--- config.mk ---
export PLATFORM = sky130hd
export DESIGN_NAME = alu_share_arbiter_flat
export DESIGN_NICKNAME = d
export VERILOG_FILES = /design/src/rtl/alu_share_arbiter_if.sv /design/src/rtl/alu_share_arbiter.sv /design/src/flat_wrapper.sv
export SDC_FILE = /design/constraint.sdc
export NUM_CORES = 1
export LEC_CHECK = 0
export CAP_MARGIN = 25
export CORE_AREA = 4 4 130 107
export DETAILED_ROUTE_END_ITERATION = 10
export DIE_AREA = 0 0 134 111
export PLACE_DENSITY_LB_ADDON = 0.12
export SKIP_LAST_GASP = 1
export SYNTH_ARGS = -nofsm -noshare
export SYNTH_HDL_FRONTEND = slang
export SYNTH_SLANG_ARGS = --single-unit
--- constraint.sdc ---
create_clock -name clk -period 2.1 [get_ports clk]
set_input_delay 0.42 -clock clk [delete_from_list [all_inputs] [get_ports clk]]
set_output_delay 0.42 -clock clk [all_outputs]
set_load 0.05 [all_outputs]
--- src/rtl/alu_share_arbiter_if.sv ---
// alu_share_arbiter_if
//   Bundles the two-requester request/response handshake and the ALU drive
//   bus of alu_share_arbiter.
//   slave  : arbiter view (receives requests, drives responses and ALU inputs)
//   master : environment view (requesters plus the combinational ALU)
//   req_valid/req_ready [1:0]  per-requester request handshake
//   req_op*/req_a*/req_b*      requester 0/1 op code and operands
//   rsp_valid/rsp_ready [1:0]  per-requester response handshake
//   rsp_result/rsp_zero        captured ALU result and zero flag (shared)
//   alu_a/alu_b/alu_op         registered ALU drive
//   alu_result/alu_zero        ALU outputs
interface alu_share_arbiter_if #(
   parameter int WIDTH = 32,
   parameter int OPW   = 4
);
   logic [1:0]       req_valid;
   logic [1:0]       req_ready;
   logic [OPW-1:0]   req_op0;
   logic [OPW-1:0]   req_op1;
   logic [WIDTH-1:0] req_a0;
   logic [WIDTH-1:0] req_a1;
   logic [WIDTH-1:0] req_b0;
   logic [WIDTH-1:0] req_b1;
   logic [1:0]       rsp_valid;
   logic [1:0]       rsp_ready;
   logic [WIDTH-1:0] rsp_result;
   logic             rsp_zero;
   logic [WIDTH-1:0] alu_a;
   logic [WIDTH-1:0] alu_b;
   logic [OPW-1:0]   alu_op;
   logic [WIDTH-1:0] alu_result;
   logic             alu_zero;

   modport slave (
      input  req_valid, req_op0, req_op1, req_a0, req_a1, req_b0, req_b1,
      input  rsp_ready, alu_result, alu_zero,
      output req_ready, rsp_valid, rsp_result, rsp_zero, alu_a, alu_b, alu_op
   );

   modport master (
      output req_valid, req_op0, req_op1, req_a0, req_a1, req_b0, req_b1,
      output rsp_ready, alu_result, alu_zero,
      input  req_ready, rsp_valid, rsp_result, rsp_zero, alu_a, alu_b, alu_op
   );
endinterface

--- src/rtl/alu_share_arbiter.sv ---
// alu_share_arbiter
//   Shares one combinational ALU between two requesters. One operation is in
//   flight at a time; requesters are served round-robin. Accepted operands are
//   registered onto the ALU inputs, the ALU result/zero flag is captured one
//   cycle later and returned to the winning requester over a valid/ready
//   response handshake.
//   clk    : rising-edge clock
//   rst_n  : asynchronous active-low reset
//   bus    : request/response handshake and ALU drive (slave modport)
//   busy   : high while an operation is executing or awaiting response accept
module alu_share_arbiter #(
   parameter int WIDTH = 32,
   parameter int OPW   = 4
) (
   input  logic                clk,
   input  logic                rst_n,
   alu_share_arbiter_if.slave  bus,
   output logic                busy
);

   typedef enum logic [1:0] {
      IDLE = 2'd0,
      EXEC = 2'd1,
      RESP = 2'd2
   } state_t;

   state_t           state_q, state_d;
   logic             ptr_q, ptr_d;
   logic             owner_q, owner_d;
   logic [WIDTH-1:0] alu_a_q, alu_a_d;
   logic [WIDTH-1:0] alu_b_q, alu_b_d;
   logic [OPW-1:0]   alu_op_q, alu_op_d;
   logic [WIDTH-1:0] rsp_result_q, rsp_result_d;
   logic             rsp_zero_q, rsp_zero_d;
   logic [1:0]       rsp_valid_q, rsp_valid_d;
   logic             busy_q, busy_d;

   logic             grant;
   logic [1:0]       req_ready_c;

   // Lone requester wins; on contention the priority pointer decides.
   always_comb begin
      unique case (bus.req_valid)
         2'b10:   grant = 1'b1;
         2'b11:   grant = ptr_q;
         default: grant = 1'b0;
      endcase
   end

   // Ready only in IDLE and only for the granted requester; forced low while
   // reset is asserted so no handshake can be seen during reset.
   always_comb begin
      req_ready_c = '0;
      if (rst_n && (state_q == IDLE) && (bus.req_valid != 2'b00)) begin
         req_ready_c[grant] = 1'b1;
      end
   end

   always_comb begin
      state_d      = state_q;
      ptr_d        = ptr_q;
      owner_d      = owner_q;
      alu_a_d      = alu_a_q;
      alu_b_d      = alu_b_q;
      alu_op_d     = alu_op_q;
      rsp_result_d = rsp_result_q;
      rsp_zero_d   = rsp_zero_q;
      rsp_valid_d  = rsp_valid_q;
      busy_d       = busy_q;
      unique case (state_q)
         IDLE: begin
            if ((bus.req_valid & req_ready_c) != 2'b00) begin
               owner_d  = grant;
               alu_a_d  = grant ? bus.req_a1  : bus.req_a0;
               alu_b_d  = grant ? bus.req_b1  : bus.req_b0;
               alu_op_d = grant ? bus.req_op1 : bus.req_op0;
               busy_d   = 1'b1;
               state_d  = EXEC;
            end
         end
         EXEC: begin
            rsp_result_d         = bus.alu_result;
            rsp_zero_d           = bus.alu_zero;
            rsp_valid_d          = '0;
            rsp_valid_d[owner_q] = 1'b1;
            state_d              = RESP;
         end
         RESP: begin
            // Only the owner's rsp_ready completes the response.
            if (bus.rsp_ready[owner_q]) begin
               rsp_valid_d = '0;
               ptr_d       = ~owner_q;
               busy_d      = 1'b0;
               state_d     = IDLE;
            end
         end
         default: begin
            rsp_valid_d = '0;
            busy_d      = 1'b0;
            state_d     = IDLE;
         end
      endcase
   end

   always_ff @(posedge clk or negedge rst_n) begin
      if (!rst_n) begin
         state_q      <= IDLE;
         ptr_q        <= 1'b0;
         owner_q      <= 1'b0;
         alu_a_q      <= '0;
         alu_b_q      <= '0;
         alu_op_q     <= '0;
         rsp_result_q <= '0;
         rsp_zero_q   <= 1'b0;
         rsp_valid_q  <= '0;
         busy_q       <= 1'b0;
      end else begin
         state_q      <= state_d;
         ptr_q        <= ptr_d;
         owner_q      <= owner_d;
         alu_a_q      <= alu_a_d;
         alu_b_q      <= alu_b_d;
         alu_op_q     <= alu_op_d;
         rsp_result_q <= rsp_result_d;
         rsp_zero_q   <= rsp_zero_d;
         rsp_valid_q  <= rsp_valid_d;
         busy_q       <= busy_d;
      end
   end

   assign bus.req_ready  = req_ready_c;
   assign bus.rsp_valid  = rsp_valid_q;
   assign bus.rsp_result = rsp_result_q;
   assign bus.rsp_zero   = rsp_zero_q;
   assign bus.alu_a      = alu_a_q;
   assign bus.alu_b      = alu_b_q;
   assign bus.alu_op     = alu_op_q;
   assign busy           = busy_q;

endmodule

--- src/flat_wrapper.sv ---
// flat-port wrapper written by rule: the top's interface ports become plain ports
module alu_share_arbiter_flat 
#(
   parameter int WIDTH = 32,
   parameter int OPW   = 4
)
  (clk, rst_n, busy, bus_req_valid, bus_req_op0, bus_req_op1, bus_req_a0, bus_req_a1, bus_req_b0, bus_req_b1, bus_rsp_ready, bus_alu_result, bus_alu_zero, bus_req_ready, bus_rsp_valid, bus_rsp_result, bus_rsp_zero, bus_alu_a, bus_alu_b, bus_alu_op);
  alu_share_arbiter_if #(.WIDTH(WIDTH), .OPW(OPW)) bus_i ();
  input  logic clk;
  input  logic rst_n;
  output logic busy;
  input wire logic [$bits(bus_i.req_valid)-1:0] bus_req_valid;
  input wire logic [$bits(bus_i.req_op0)-1:0] bus_req_op0;
  input wire logic [$bits(bus_i.req_op1)-1:0] bus_req_op1;
  input wire logic [$bits(bus_i.req_a0)-1:0] bus_req_a0;
  input wire logic [$bits(bus_i.req_a1)-1:0] bus_req_a1;
  input wire logic [$bits(bus_i.req_b0)-1:0] bus_req_b0;
  input wire logic [$bits(bus_i.req_b1)-1:0] bus_req_b1;
  input wire logic [$bits(bus_i.rsp_ready)-1:0] bus_rsp_ready;
  input wire logic [$bits(bus_i.alu_result)-1:0] bus_alu_result;
  input wire logic [$bits(bus_i.alu_zero)-1:0] bus_alu_zero;
  output wire logic [$bits(bus_i.req_ready)-1:0] bus_req_ready;
  output wire logic [$bits(bus_i.rsp_valid)-1:0] bus_rsp_valid;
  output wire logic [$bits(bus_i.rsp_result)-1:0] bus_rsp_result;
  output wire logic [$bits(bus_i.rsp_zero)-1:0] bus_rsp_zero;
  output wire logic [$bits(bus_i.alu_a)-1:0] bus_alu_a;
  output wire logic [$bits(bus_i.alu_b)-1:0] bus_alu_b;
  output wire logic [$bits(bus_i.alu_op)-1:0] bus_alu_op;
  assign bus_i.req_valid = bus_req_valid;
  assign bus_i.req_op0 = bus_req_op0;
  assign bus_i.req_op1 = bus_req_op1;
  assign bus_i.req_a0 = bus_req_a0;
  assign bus_i.req_a1 = bus_req_a1;
  assign bus_i.req_b0 = bus_req_b0;
  assign bus_i.req_b1 = bus_req_b1;
  assign bus_i.rsp_ready = bus_rsp_ready;
  assign bus_i.alu_result = bus_alu_result;
  assign bus_i.alu_zero = bus_alu_zero;
  assign bus_req_ready = bus_i.req_ready;
  assign bus_rsp_valid = bus_i.rsp_valid;
  assign bus_rsp_result = bus_i.rsp_result;
  assign bus_rsp_zero = bus_i.rsp_zero;
  assign bus_alu_a = bus_i.alu_a;
  assign bus_alu_b = bus_i.alu_b;
  assign bus_alu_op = bus_i.alu_op;
  alu_share_arbiter #(.WIDTH(WIDTH), .OPW(OPW)) u_core (.clk(clk), .rst_n(rst_n), .bus(bus_i), .busy(busy));
endmodule
Yosys cells after proc, flatten, opt, wreduce, memory -nomap -nowiden
Index checks and enable logic that the tools add are counted.
W data, S select, Z words.
- reductions and logical operators: 12
- bitwise operators: 4
- muxes and demuxes: 18
- eq/ne operators: 6
- $lt $le $gt $ge: 4
- operator list (operator ; number):
    $mux W32 ; 2
    $pmux W2 S3 ; 2
    $reduce_and A2 Y1 ; 4
    $eq A2 B2 Y1 const B ; 3
    $mux W1 ; 6
    $mux W2 ; 3
    $logic_and A1 B1 Y1 ; 4
    $lt A1 B2 Y1 const B ; 2
    $mux W4 ; 1
    $reduce_bool A2 Y1 ; 2
    $not A1 Y1 ; 3
    $pmux W1 S3 ; 1
    $reduce_and A3 Y1 ; 1
    $and A2 B2 Y2 ; 1
    $demux W1 S1 ; 2
    $eq A2 B1 Y1 const B ; 1
    $ge A1 B1 Y1 const B ; 2
    $logic_not A2 Y1 ; 1
    $ne A2 B1 Y1 const B ; 1
    $ne A2 B2 Y1 const B ; 1
    $pmux W1 S2 ; 1
- register bits: 108
- bits of input ports: 175
- output and inout port bits: 106
- word-level logic and storage cells: 54

Depth between registers and ports, before layout
Gate-level depths: netlist of the first run.
- depth after elaboration: 11
- gate-level depth with buffers: 6
- depth with buffers taken out: 3

Worst setup path before layout of the first run
No wires, ideal clock.
- path type: register to output
- start: register u_core.state_q[0]
- end: output port bus_req_ready[1]
- buffers on the path: 1
- required time: 1680 ps
- data arrival time: 2021 ps
- setup slack: -341 ps
- cell stages (with the launch flop): 4
- path through: dfrtp_1 > buf_6 > or3b_4 > nor3_1
- longest elaborated chain between the ends: 4
- RTL lines (what ; line ; text):
    start, declared ; alu_share_arbiter.sv:27 ; state_t state_q, state_d;
    start signal, assigned ; alu_share_arbiter.sv:118 ; state_q <= state_d;
    $logic_not A2 Y1 ; alu_share_arbiter.sv:54 ; if (rst_n && (state_q == IDLE) && (bus.req_valid != 2'b00)) begin
    $logic_and A1 B1 Y1 (2 in a row) ; alu_share_arbiter.sv:54 ;
    $mux W2 ; alu_share_arbiter.sv:54 ;
    end, declared ; flat_wrapper.sv:22 ; output wire logic [$bits(bus_i.req_ready)-1:0] bus_req_ready;
No other way between the ends.

Worst setup path after layout of the first run
Ends and elaborated chain as after synthesis.

==> run metrics, run 1 <==
status=completed; max-slew violations=0; unrepaired setup endpoints after global routing=no; total of hold buffers inserted after clock tree synthesis=0; Horiz. Die Dim=between 100 and 150 µm; CP endpoint kind=output pin; global-route wire length before repair=approximately 24 mm; insertion delay to the later sink of the worst-skew pair=approximately 0.33 ns; share of total power in combinational logic=0.594; average wire per cell in the routed design=slightly below 20 µm; count of antenna-violating nets left after detailed routing=0; area used by multi-input combinational logic=1820 µm²; share of final-layout standard cells stronger than drive strength 1=0.131; part of the power in the clock network=0.140; # Post-CTS Setup Buffers=0; area post-placement=between 7000 and 8000 µm²; length of the first detailed-routing pass in iterations=4; worst slack at placement=-0.0964 ns; Area Growth Syn to Fin=69.9%; time the worst path needs with I/O delays and setup=about 2.0 ns; antenna violations before repair=0; net total in the final layout=roughly 790; number of buffers inserted by port buffering=280; pin count of the biggest net entering global routing=between 70 and 80; area share of the leading cell type in the synthesized netlist=0.570; worst min-delay path category=in2async; critical path fanouts, max=3; Seq/Total Area, Yosys=0.570; diode count=0; Slew @ Worst Pin=0.996 ns; final setup slack of the worst path=0.0853 ns; launching element type of the critical path=register; number of fillers in the final layout=983; main flop type after synthesis=dfrtp_1; reported max-cap violation count=0; net switching fraction of the power=0.463; Core Rows=37; Die Span Y=~110 µm; leading area contributor after synthesis=dfrtp_1; number of global-route vias before repair=4471; number of design-rule violations left by the first detailed-router iteration=139; switching power of the nets=~6.4 mW; DR vias=4100; dpl hpwl=around 11 mm; synthesized netlist net count=about 530; final period utilization=0.959; crit path DAT=1.59 ns; number of cells upsized or downsized after cts=0; max frequency=just under 500 MHz; final weighted congestion in routability-driven placement=between 0.7 and 0.8; slack of the worst reg-to-reg path=between 0.1 and 0.15 ns; routed via count divided by cell count=5.18; Clock Tree Root=clkbuf_16; Hold Violations, Final=0; residual DRC count=0; internal power=between 7 and 8 mW; data required time at the worst endpoint=1.68 ns; main area contributors after synthesis=dfrtp_1 57%, o32ai_1 13%, a2bb2oi_1 12%, mux2_2 8.1%, clkbuf_1 1.8%; final setup violation count=0; drt total wl=approximately 15 mm; Peak VDD IR=between 0.9 and 1 mV; level count of the clock H-tree=3; count of synthesis-stage warnings from yosys=0; synthesized area divided by synthesized cell count=roughly 14 µm²; post-route cell area=8060 µm²; share of flip-flops with an asynchronous set or reset=1.00; area taken by flip-flops and latches=roughly 2700 µm²; standard cell core area=about 13000 µm²; number of enable-type register cells in the synthesized netlist=0; Overflow after GRT=0; number of distinct library cell variants in the gate-level netlist after synthesis=30; Max-Slew Margin vs Limit=0.336; leakage power=~3.1 nW; Inserted Clock Buffers=9; Die Outline Area=14900 µm²; Synth Register Bits=approximately 110; synthesized instance count=350; worst-case clock buffer depth=2; clock transition at the registers of the reported paths=0.07 ns; Fin Clk Skew=0.00527 ns; IO Count=~280; initial standard-cell utilization of the core=0.375; sequential share of power=0.266; Post-Route Utilization=0.638; type of the worst setup path=reg2out; worst hold margin=around 0.15 ns; CTS tree=yes; total routing resource utilization after global routing=0.202; Synth Cell Area=~4700 µm²; PD cells=around 1700 nW/µm²; number of clock sinks seen by CTS=~110
==> metrics by stage <==
step           power [mW]  TNS, ns  instances
4_1_cts              13.9        0        791
3_5_place_dp         11.9    -3.73        776
5_1_grt              14.4        0        791
6_report             13.8        0        791
2_1_floorplan        8.94        0        350
3_3_place_gp         11.8   -0.938        776
==> state kept, by name (all words and copies together), names as in the netlist <==
name and cells:
u_core.bus.alu_b 32, u_core.owner_q 1, u_core.ptr_q 1, u_core.bus.rsp_valid 2, u_core.bus.alu_a 32, u_core.state_q 2, u_core.bus.rsp_zero 1, u_core.bus.alu_op 4
u_core.busy 1, u_core.bus.rsp_result 32
==> Yosys cell counts (all sizes together) (2+ instances only) <==
library cell and instances:
a21oi 2, a2bb2oi 68, buf 20, clkbuf 23
dfrtp 108, inv 2, mux2 34, mux2i 2
nor2 6, o21ai 2, o2bb2ai 2, o32ai 68
==> final timing paths <==
path,from,end,cells after the start
worst min-delay path,rst_n,u_core.state_q[1]$_DFFE_PN0P_,2
worst max-delay path,u_core.state_q[0]$_DFFE_PN0P_,bus_req_ready[1],3
min in group clk,u_core.busy$_DFFE_PN0P_,u_core.busy$_DFFE_PN0P_,1
max in group asynchronous,rst_n,u_core.bus.rsp_result[5]$_DFFE_PN0N_,3
worst min register to register,u_core.busy$_DFFE_PN0P_,u_core.busy$_DFFE_PN0P_,1
worst max register to register,u_core.state_q[0]$_DFFE_PN0P_,u_core.bus.alu_b[21]$_DFFE_PN0P_,3
==> critical path, cell delays in order, from the launching register on <==
cell and delay, ns:
dfrtp_1 0.38, or3b_4 0.45, nor3_2 0.25, buf_12 0.17
==> placed cells by master (no fill, tap or decap) <==
cell type / instances
clkbuf_1: 1
o21a_1: 1
a2bb2oi_2: 5
bufinv_16: 3
a21bo_2: 1
o2bb2ai_1: 2
clkbuf_16: 9
clkinvlp_4: 1
a31oi_1: 1
mux2i_1: 2
nor2b_4: 1
inv_1: 2
nand2b_2: 1
nor3_2: 1
a21oi_1: 2
nand3b_1: 1
inv_2: 1
o32ai_1: 68
or3b_4: 1
buf_4: 14
nor3b_4: 1
dfrtp_1: 108
clkdlybuf4s50_1: 274
buf_12: 6
mux2_2: 34
nand2_1: 1
nor2_8: 1
nand4bb_1: 1
o21ai_0: 2
a2bb2oi_1: 63
o22ai_1: 1
nor2_1: 5
clkbuf_8: 1
==> power by group through the flow <==
| stage | clock [mW] | sequential [mW] | combinational [mW] |
|---|---|---|---|
| floorplan | 0 | 6.99 | 1.95 |
| global placement | 0 | 3.65 | 8.13 |
| detailed placement | 0 | 3.66 | 8.25 |
| CTS | 1.97 | 3.65 | 8.25 |
| global route | 2.06 | 3.79 | 8.51 |
| finish | 1.93 | 3.65 | 8.17 |
==> per-layer routing <==
metal | routed length (µm) | track usage | up-vias
li1 | - | - | 1936
met1 | 6330 | 0.245 | 1964
met2 | 7330 | 0.338 | 181
met3 | 1460 | 0.0753 | 19
met4 | 235 | 0.0555 | 0
met5 | 0 | 0 | -
==> area by class of cell <==
class,count,share of cell area
multi-input cells,196,0.225
clock buffers,11,0.0301
clock inverters,4,0.0121
inverters,3,0.00140
repair buffers,294,0.368
well taps,175,0.0272
flip-flops and latches,108,0.335
==> logic make-up (layout without fill, tap and decap cells) <==
kind of cell / after synthesis / after routing / share of synthesized area
muxes: 36 / 36 / 0.0850
buffers and inverters: 46 / 312 / 0.0514
and+or+nand+nor: 14 / 14 / 0.0216
DFF: 108 / 108 / 0.570
AOI/OAI and AO/OA: 146 / 146 / 0.272
Note: power is estimated with default switching activity, not from simulation.
==> inputs of run 2 (changes only) <==
CORE_AREA = 4 4 159 131   (was 4 4 130 107)
DIE_AREA = 0 0 163 135   (was 0 0 134 111)
==> run metrics, run 2 (synthesis gave the netlist of run 1 again) <==
status=completed; total of hold buffers inserted after clock tree synthesis=0 (unchanged); routed via count divided by cell count=4.68 (-9.6%); max frequency=499 MHz (+0.52%); standard cell core area=19300 µm² (+53%); launching element type of the critical path=register; type of the worst setup path=reg2out; worst min-delay path category=in2async; final weighted congestion in routability-driven placement=0.747 (-0.40%); most frequent cells in the layout=274 x clkdlybuf4s50_1, 108 x dfrtp_1, 68 x o32ai_1; final setup violation count=0 (unchanged); dpl hpwl=12.3 mm (+7.9%); Area Growth Syn to Fin=72.3%; Die Span Y=135 µm (+22%); leakage power=3.10 nW (about the same); commonest non-fill, non-tap cell in the layout=clkdlybuf4s50_1; average wire per cell in the routed design=18.8 µm (-3.0%); count of antenna-violating nets left after detailed routing=0 (unchanged); number of buffers inserted by port buffering=280 (unchanged); Core Rows=46 (+24%); highest cell delay on the worst timing path=0.44 ns (about the same); Slowest-stage cell, CP=or3b_4; reported max-cap violation count=0 (unchanged); Inserted Clock Buffers=9 (unchanged); clock transition at the registers of the reported paths=0.08 ns (about the same); PD cells=1660 nW/µm² (-2.9%); Die Outline Area=22000 µm² (+48%); number of clock sinks seen by CTS=108 (unchanged); Max-Slew Margin vs Limit=0.504 (+0.168); level count of the clock H-tree=3 (unchanged); number of fillers in the final layout=1841 (+87%); DR vias=4146 (+1.1%); Buffers & Inverters on Critical Path=1 (unchanged); length of the first detailed-routing pass in iterations=4 (unchanged); post-route cell area=8170 µm² (+1.4%); diode count=0 (unchanged); Clock Tree Root=clkbuf_16; Levels on crit path=3 (unchanged); Overflow after GRT=0 (unchanged); net total in the final layout=791 (+0.51%); share of final-layout standard cells stronger than drive strength 1=0.140 (+0.00860); drt total wl=16.7 mm (+8.5%); CTS tree=yes; final period utilization=0.954 (-0.00497); Peak VDD IR=0.768 mV (-23%); Fin Clk Skew=0.0121 ns (+0.00679 ns); kind of cell adding the most delay to the critical path=simple AND/OR/NAND/NOR gates; max-slew violations=0 (unchanged); Horiz. Die Dim=163 µm (+22%); worst-case clock buffer depth=2 (unchanged); insertion delay to the later sink of the worst-skew pair=0.35 ns (+0.02 ns); global-route wire length before repair=25.6 mm (+6.0%); area post-placement=7840 µm² (+1.6%); pin count of the biggest net entering global routing=71 (unchanged); number of design-rule violations left by the first detailed-router iteration=133 (-4.3%); unrepaired setup endpoints after global routing=no; Hold Violations, Final=0 (unchanged); data required time at the worst endpoint=1.68 ns (about the same); cells along the critical path=or3b_4 > nor3_4 > buf_12; CP endpoint kind=output pin; worst hold margin=0.192 ns (+0.0418 ns); initial standard-cell utilization of the core=0.245 (-0.130); Slew @ Worst Pin=0.744 ns (-0.253 ns); residual DRC count=0 (unchanged); IO Count=281 (unchanged); R2R depth=5 (+2); number of global-route vias before repair=4530 (+1.3%); time the worst path needs with I/O delays and setup=2.00 ns (-0.0104 ns); Post-Route Utilization=0.422 (-0.215); crit path DAT=1.58 ns (about the same); critical path fanouts, max=3 (unchanged); antenna violations before repair=1 (+1); total routing resource utilization after global routing=0.148 (-0.0545)
## run 2: where the power goes
part	switching (mW)	total, mW	internal, mW
logic	5.10	8.25	3.15
clock network	0.805	1.66	0.854
registers	0.554	3.63	3.07
total	6.46	13.5	7.08
## run 2: stage by stage
step	setup TNS, ns	power [mW]	instances	setup WS [ns]
3_5_place_dp	-2.68	12.0	868	-0.0698
4_1_cts	-0.00745	13.7	885	-0.00745
5_1_grt	0	14.2	885	0.0344
6_report	0	13.5	885	0.0958
3_3_place_gp	-0.247	11.9	868	-0.00834
2_1_floorplan	0	8.94	350	0.0709
## run 2: timing repair
action,CTS,global route
setup buffers,1,0
setup endpoints to repair,2,2
pin swaps,2,2
gates resized for setup,2,1
## run 2: worst register-to-register path, stage by stage (launching register included)
cell       delay [ns]
dfrtp_1          0.39
or3b_4           0.44
buf_12           0.15
nor2_8           0.30
buf_12           0.31
a2bb2oi_1        0.24
## run 2: final cells by class
class	count	area [µm²]	area share
clock buffers	11	243	0.0297
clock inverters	5	43.8	0.00536
inverters	3	11.3	0.00138
multi-input cells	196	1830	0.223
flip-flops and latches	108	2700	0.331
well taps	264	330	0.0404
repair buffers	298	3010	0.369
## run 2: per-layer routing
layer  routed length, µm  vias up  part of all wire  GRT usage
met5                  20        -            0.0012          0
met4                 218        2             0.013     0.0373
met3                1740       16              0.10     0.0656
met2                7900      177              0.47      0.241
met1                6790     2008              0.41      0.179
li1                    -     1943                 -          -
## run 2: final timing paths
path	slack (ns)	from	endpoint
setup / recovery	0.1	u_core.state_q[0]$_DFFE_PN0P_	bus_req_ready[1]
hold / removal	0.19	rst_n	u_core.state_q[1]$_DFFE_PN0P_
setup reg to reg	0.19	u_core.state_q[0]$_DFFE_PN0P_	u_core.bus.alu_a[26]$_DFFE_PN0P_
hold reg to reg	0.50	u_core.busy$_DFFE_PN0P_	u_core.busy$_DFFE_PN0P_
max in group asynchronous	0.71	rst_n	u_core.bus.alu_b[0]$_DFFE_PN0P_
min in group clk	0.50	u_core.busy$_DFFE_PN0P_	u_core.busy$_DFFE_PN0P_
==> inputs of run 3 (changes only) <==
CAP_MARGIN = unset   (was 25)
==> run metrics, run 3 (synthesis gave the netlist of run 1 again) <==
number of design-rule violations left by the first detailed-router iteration=126 (-5.3%); Area Growth Syn to Fin=72.3% (about the same); Overflow after GRT=0 (unchanged); Die Outline Area=22000 µm² (unchanged); DR vias=4198 (+1.3%); Hold Violations, Final=0 (unchanged); sequential share of power=0.268 (about the same); part of the power in the clock network=0.122 (about the same); count of antenna-violating nets left after detailed routing=0 (unchanged); launching element type of the critical path=register; share of final-layout standard cells stronger than drive strength 1=0.141 (+0.00138); Die Span Y=135 µm (unchanged); CP endpoint kind=output pin; leakage power=3.09 nW (about the same); antenna violations before repair=1 (unchanged); standard cell core area=19300 µm² (unchanged); routed via count divided by cell count=4.74 (+1.1%); data required time at the worst endpoint=1.68 ns (about the same); IO Count=281 (unchanged); Clock Tree Root=clkbuf_16; worst hold margin=0.185 ns (-0.00762 ns); commonest non-fill, non-tap cell in the layout=clkdlybuf4s50_1; Peak VDD IR=0.768 mV (about the same); crit path DAT=1.58 ns (about the same); drt total wl=17.2 mm (+3.3%); slack of the worst reg-to-reg path=0.30 ns (+0.11 ns); net switching fraction of the power=0.479 (+0.00166); worst-case clock buffer depth=2 (unchanged); diode count=0 (unchanged); CTS tree=yes; length of the first detailed-routing pass in iterations=4 (unchanged); Post-Route Utilization=0.423 (about the same); switching power of the nets=6.49 mW (+0.57%); share of total power in combinational logic=0.610 (about the same); max-slew violations=0 (unchanged); dpl hpwl=12.3 mm (unchanged); Max-Slew Margin vs Limit=0.505 (+0.00115); clock transition at the registers of the reported paths=0.08 ns (about the same); pin count of the biggest net entering global routing=71 (unchanged); final period utilization=0.954 (about the same); net total in the final layout=792 (+0.13%); total routing resource utilization after global routing=0.148 (unchanged); final weighted congestion in routability-driven placement=0.747 (unchanged); most frequent cells in the layout=274 x clkdlybuf4s50_1, 108 x dfrtp_1, 68 x o32ai_1; residual DRC count=0 (unchanged); type of the worst setup path=reg2out; Core Rows=46 (unchanged); internal power=7.07 mW (-0.10%); level count of the clock H-tree=3 (unchanged); final setup slack of the worst path=0.0975 ns (+0.00174 ns); global-route wire length before repair=25.6 mm (unchanged); critical path fanouts, max=3 (unchanged); insertion delay to the later sink of the worst-skew pair=0.35 ns (about the same); number of global-route vias before repair=4530 (unchanged); max frequency=499 MHz (about the same); number of fillers in the final layout=1844 (+0.16%); total of hold buffers inserted after clock tree synthesis=0 (unchanged); number of clock sinks seen by CTS=108 (unchanged); final setup violation count=0 (unchanged); Fin Clk Skew=0.0119 ns (-0.000209 ns); worst slack at placement=-0.0698 ns (unchanged); initial standard-cell utilization of the core=0.245 (unchanged); Final TNS setup=0 ns (unchanged); time the worst path needs with I/O delays and setup=2.00 ns (-0.00174 ns); average wire per cell in the routed design=19.4 µm (+3.1%); worst min-delay path category=in2async; status=completed; number of buffers inserted by port buffering=280 (unchanged); reported max-cap violation count=0 (unchanged); Horiz. Die Dim=163 µm (unchanged); Inserted Clock Buffers=9 (unchanged); PD cells=1660 nW/µm² (+0.19%); unrepaired setup endpoints after global routing=no; Slew @ Worst Pin=0.742 ns (-0.00172 ns)
==> run 3: metrics by stage <==
stage | area, µm² | power (mW) | instances
detailed placement | 7840 | 12.0 | 868
global route | 8170 | 14.2 | 886
finish | 8170 | 13.6 | 886
CTS | 8160 | 13.7 | 885
global placement | 7840 | 11.9 | 868
floorplan | 4750 | 8.94 | 350
==> run 3: worst max-delay path, stage by stage, from the launching register on <==
cell and delay [ns]:
dfrtp_1 0.39, or3b_4 0.44, nor3_4 0.23, buf_12 0.16
==> run 3: repair_timing <==
item / in CTS / in global routing
setup buffers: 1 / 0
pin swaps: 2 / 3
gates resized for setup: 2 / 2
setup endpoints to repair: 2 / 67
gates cloned: 0 / 2
==> run 3: final timing paths <==
kind,start,to,depth (start not counted)
max in group asynchronous,rst_n,u_core.bus.alu_b[0]$_DFFE_PN0P_,3
min in group clk,u_core.busy$_DFFE_PN0P_,u_core.busy$_DFFE_PN0P_,1
worst min-delay path,rst_n,u_core.state_q[1]$_DFFE_PN0P_,2
worst max register to register,u_core.state_q[0]$_DFFE_PN0P_,u_core.bus.alu_b[10]$_DFFE_PN0P_,4
worst min register to register,u_core.busy$_DFFE_PN0P_,u_core.busy$_DFFE_PN0P_,1
worst max-delay path,u_core.state_q[0]$_DFFE_PN0P_,bus_req_ready[1],3
==> run 3: final cells by class <==
type | count | area (µm²) | area share
timing repair buffer | 297 | 2990 | 0.366
clock buffer | 11 | 243 | 0.0297
multi-input combinational | 198 | 1850 | 0.226
clock inverter | 5 | 43.8 | 0.00536
sequential | 108 | 2700 | 0.331
inverter | 3 | 11.3 | 0.00138
tap | 264 | 330 | 0.0404
==> run 3: power by group through the flow <==
stage	Sequential (mW)	Combinational, mW	Clock [mW]
floorplan	6.99	1.95	0
finish	3.63	8.28	1.66
detailed placement	3.65	8.32	0
global placement	3.65	8.25	0
global route	3.77	8.66	1.82
CTS	3.64	8.37	1.73
==> run 3: per-layer routing <==
| layer | global-route usage | share of wire |
|---|---|---|
| met1 | 0.179 | 0.41 |
| met2 | 0.241 | 0.47 |
| met3 | 0.0656 | 0.10 |
| met4 | 0.0373 | 0.012 |
| met5 | 0 | 0.0012 |
